## config.mk

```make
export PLATFORM = sky130hd
export DESIGN_NAME = lfsr_ready_gen
export DESIGN_NICKNAME = d
export VERILOG_FILES = /design/src/rtl/sort_pkg.sv /design/src/rtl/lfsr_ready_gen.sv
export SDC_FILE = /design/constraint.sdc
export NUM_CORES = 1
export LEC_CHECK = 0
export ABC_AREA = 1
export CAP_MARGIN = 20
export CORE_MARGIN = 8
export CORE_UTILIZATION = 40
export DETAILED_ROUTE_END_ITERATION = 10
export GPL_TIMING_DRIVEN = 0
export RECOVER_POWER = 50
export SLEW_MARGIN = 0
export SYNTH_ARGS = -nofsm -noshare
export SYNTH_HDL_FRONTEND = slang
export SYNTH_SLANG_ARGS = --single-unit
```

## constraint.sdc

```tcl
create_clock -name clk_i -period 0.9 [get_ports clk_i]
set_input_delay 0.135 -clock clk_i [delete_from_list [all_inputs] [get_ports clk_i]]
set_output_delay 0.135 -clock clk_i [all_outputs]
set_load 0.03 [all_outputs]
```

## src/rtl/sort_pkg.sv

```systemverilog
// Shared types and constants for the sorted-packet checker.
// FSM states, error-bit positions, LFSR taps and the default-width result record.
package sort_pkg;

    typedef enum logic {
        IDLE_S   = 1'b0,
        IN_PKT_S = 1'b1
    } state_t;

    localparam int ORDER_ERR   = 0;
    localparam int FRAMING_ERR = 1;
    localparam int LEN_ERR     = 2;

    // Fibonacci taps 16,14,13,11 on a left-shifting register (bits 15,13,12,10)
    localparam logic [15:0] LFSR_TAPS = 16'hB400;

    localparam int DEF_LEN_W = 9;
    localparam int DEF_SUM_W = 17;

    typedef struct packed {
        logic [DEF_LEN_W-1:0] len;
        logic [DEF_SUM_W-1:0] sum;
        logic                 sorted;
        logic [2:0]           err;
    } pkt_result_t;

endpackage

```

## src/rtl/lfsr_ready_gen.sv

```systemverilog
// Registered sink-ready source: constant 1, or bit 0 of a free-running 16-bit LFSR.
// Zero inputs reach ready_o combinationally; the LFSR advances every cycle.
module lfsr_ready_gen
    import sort_pkg::*;
#(
    parameter logic [15:0] SEED = 16'hACE1
) (
    input  logic clk_i,
    input  logic arst_i,
    input  logic en_i,
    output logic ready_o
);

    logic [15:0] lfsr_q;
    logic [15:0] lfsr_nxt;

    assign lfsr_nxt = {lfsr_q[14:0], ^(lfsr_q & LFSR_TAPS)};

    // ready is loaded from the next LFSR value so it tracks the current LFSR[0]
    always_ff @(posedge clk_i or posedge arst_i) begin
        if (arst_i) begin
            lfsr_q  <= SEED;
            ready_o <= 1'b0;
        end else begin
            lfsr_q  <= lfsr_nxt;
            ready_o <= en_i ? lfsr_nxt[0] : 1'b1;
        end
    end

endmodule

```

Word-level counts from Yosys, hierarchy flattened

Index checks and enable logic that the tools add are counted.

Muxes and demuxes: 1
Reductions and logical operators: 1

Operators by type and width:

| operator         | number |
|---|---|
| 16-bit parity    | 1 |
| 1-bit 2-to-1 mux | 1 |

Output and inout bits: 1
Flip-flop bits (word level): 17

Depth between registers and ports, before layout

Depth in word-level cells: 2
Depth in mapped cells: 5

Least setup slack after synthesis

Ideal clock, no wire load.

Path kind: flip-flop to flip-flop
Start: register lfsr_q[10]
End: register ready_o
Buffers on the path: 0
Slack: -0.013 ns
Stages on the path, launching flop included: 6
Data required time: 0.777 ns
Arrival: 0.790 ns
Cell sequence: dfstp_2 -> inv_1 -> nand2_1 -> nand2_1 -> nand2_2 -> nand3_2

Word-level cells in the longest chain between the ends: 2

RTL lines:

| item                     | line                 | RTL |
|---|---|---|
| start: declaration       | lfsr_ready_gen.sv:14 | `logic [15:0] lfsr_q;` |
| start signal: assignment | lfsr_ready_gen.sv:25 | `lfsr_q <= lfsr_nxt;` |
| 16-bit parity            | lfsr_ready_gen.sv:17 | `assign lfsr_nxt = {lfsr_q[14:0], ^(lfsr_q & LFSR_TAPS)};` |
| 1-bit 2-to-1 mux         | lfsr_ready_gen.sv:26 | `ready_o <= en_i ? lfsr_nxt[0] : 1'b1;` |
| end signal: assignment   | lfsr_ready_gen.sv:26 |  |
| end: declaration         | lfsr_ready_gen.sv:11 | `output logic ready_o` |

Every way passes these cells.

Worst setup path after layout

Start: register ready_o
End: output ready_o

No word-level cell between the ends.

==> qor.csv <==
metric,value,unit
yosysTopAreaCell,dfrtp_1,
row_count,13,
critical_path_class,reg2out,
grt_max_degree,18,
ant_nets,0,
initial_utilization,41.56,%
gp_congestion,0.7563,
hold_violations,0,
htreeDepth,1,
drt_first_pass_iters,2,
numCtsBuffers,3,
async_reset_ff_share,100.0,%
num_io_pins,4,
clkTransAtPathRegs,90,ps
status,finished with violations,
crit_fanout,1,
nets,47,
worst_slack,-62.94,ps
synth_common_cells,"9 x dfrtp_1, 8 x dfstp_2, 8 x nand2_1, 6 x inv_1, 2 x nor2_1",
worstPathCellList,buf_6,
violations,setup timing,
antenna_found_initial,0,
rsz0062_at_grt,true,
slew-limit-headroom,61.91,%
slew_viol_final,0,
diodes,0,
postSynthCellCount,36,
powerDensity,1953,mW/mm²
fin_skew,7.449,ps
ys_seq_elements,17,
end_kind,output pin,
post-route-period-util,107.0,%
drc,0,
insertion_delay,280,ps
die_w,52.07,µm
leakage,0.2883,nW
cts-root-buf,clkbuf_4,
yosysUniqueCellTypes,8,
core_region_area,0.001252,mm²
start_kind,register,
routed_wl,672,µm
cpPeakStageDelay,400,ps
io_buffers,3,
vdd.ir_drop.worst,0.001025,V
synth.area.top_cells,"dfrtp_1 43%, dfstp_2 40%, nand2_1 5.8%",
dp_cells,54,
slowest_stage,dfrtp_1,
final.fill_count,105,
dr_total_vias,252,
gr-usage-all-layers,6.356,%
drive_above_1_share,41.86,%
fin_crit,962.9,ps
syn_area,520.5,µm²
tritoncts,done,
hold_buffers,0,
hpwlAfterDp,463.8,µm
path_delay_family,flip-flops,
worstMarginPinSlew,570.7,ps
final_cell_count_no_fill,58,
synth_most_common_cell,dfrtp_1,
timing.rr.start,lfsr_q[13],
syn_nets,39,
crit_buf_inv,1,
max_cap_viol_count,0,
synth_ff_type,dfrtp_1,
die_area,0.002711,mm²
finish.utilization,48.25,%
syn2layout_area_growth,16.11,%
yosysTopAreaCellShare,43.27,%
r2r_end,ready_o,
clk_path_buf_depth,2,
viasPerCell,4.345,
cp.required,760,ps
reg2reg_depth,5,
avgRoutedWirePerCell,11.59,µm
fmax,1.038,GHz
die_y,52.07,µm
grt-ovfl-total,0,
grt_pass1_vias,291,
synth_edf_count,0,
grt_pass1_wl,1.207,mm
cts.sinks,17,
cts_setup_buffers,0,
setup_viol,3,
syn_area_per_cell,14.46,µm²
drt_iter0_drc,3,
hold_path.class,in2async,
yosysSeqAreaShare,83.65,%
reg2reg_slack,-60,ps
synth_warnings,0,
critPathArrivalTime,830,ps
==> power by group <==
part | switching, mW | internal (mW)
logic | 0.0206 | 0.0124
registers | 0.00154 | 0.767
clock network | 0.206 | 0.172
total | 0.228 | 0.952
==> through the flow <==
step | cell area (µm²) | total power [mW] | setup WS [ps] | hold slack (ps) | setup TNS [ps]
2_1_floorplan | 520.5 | 0.7993 | -5.840 | 55.27 | -5.840
5_1_grt | 604.3 | 1.227 | -123.4 | 366.2 | -323.8
3_5_place_dp | 569.3 | 0.8165 | -243.7 | 338.4 | -578.1
6_report | 604.3 | 1.180 | -62.94 | 338.3 | -145.5
3_3_place_gp | 569.3 | 0.8147 | -204.6 | 334.9 | -246.3
4_1_cts | 599.3 | 1.196 | -77.89 | 216.6 | -194.7
==> what timing repair did <==
item / CTS / global route
resized for setup: 8 / 3
pin swaps: 0 / 2
cloned: 0 / 0
setup endpoints to repair: 3 / 3
==> worst max-delay path by stage <==
stage / from / end / slack (ps) / cells after the start
after floorplan: lfsr_q[13] / ready_o / -6 / 5
after global placement: ready_o / ready_o / -200 / 1
after detailed placement: ready_o / ready_o / -240 / 1
after CTS: lfsr_q[13] / ready_o / -80 / 5
after global routing: lfsr_q[13] / ready_o / -120 / 5
final: ready_o / ready_o / -60 / 1
==> cell families (layout without fill, tap and decap cells) <==
kind of cell	after synthesis	in the layout	share of synthesized area (%)
buffers and inverters	6	13	4.327
xor gates and xnor gates	1	1	1.683
and+or+nand+nor	12	12	10.34
DFF	17	17	83.65
==> cell type report <==
class,instances,area [µm²],share of cell area (%)
multi-input combinational,13,70.07,11.59
inverter,6,22.52,3.727
timing repair buffer,3,31.28,5.176
clock buffer,4,26.28,4.348
sequential,17,435.4,72.05
tap,15,18.77,3.106
==> state kept, by name (all words and copies together) (netlist names) <==
register	count
ready_o	1
lfsr_q	16
==> cell usage in the layout (no fill, tap or decap) <==
cell type	n
dfstp_2	8
xnor2_1	1
nand3_2	1
clkbuf_4	3
inv_2	1
buf_6	1
clkdlybuf4s50_1	1
nor2_1	1
dlygate4sd3_1	1
nor2_2	1
nand2_1	6
clkbuf_1	1
inv_1	5
nand2_2	3
dfrtp_1	9
==> metal layers <==
layer	vias up	global-route usage (%)	routed length, µm
met5	-	0	0
met3	4	3.419	35
met2	4	9.800	348
met4	0	5.310	15
met1	126	6.102	273
li1	118	-	-
Note: power is estimated with default switching activity, not from simulation.
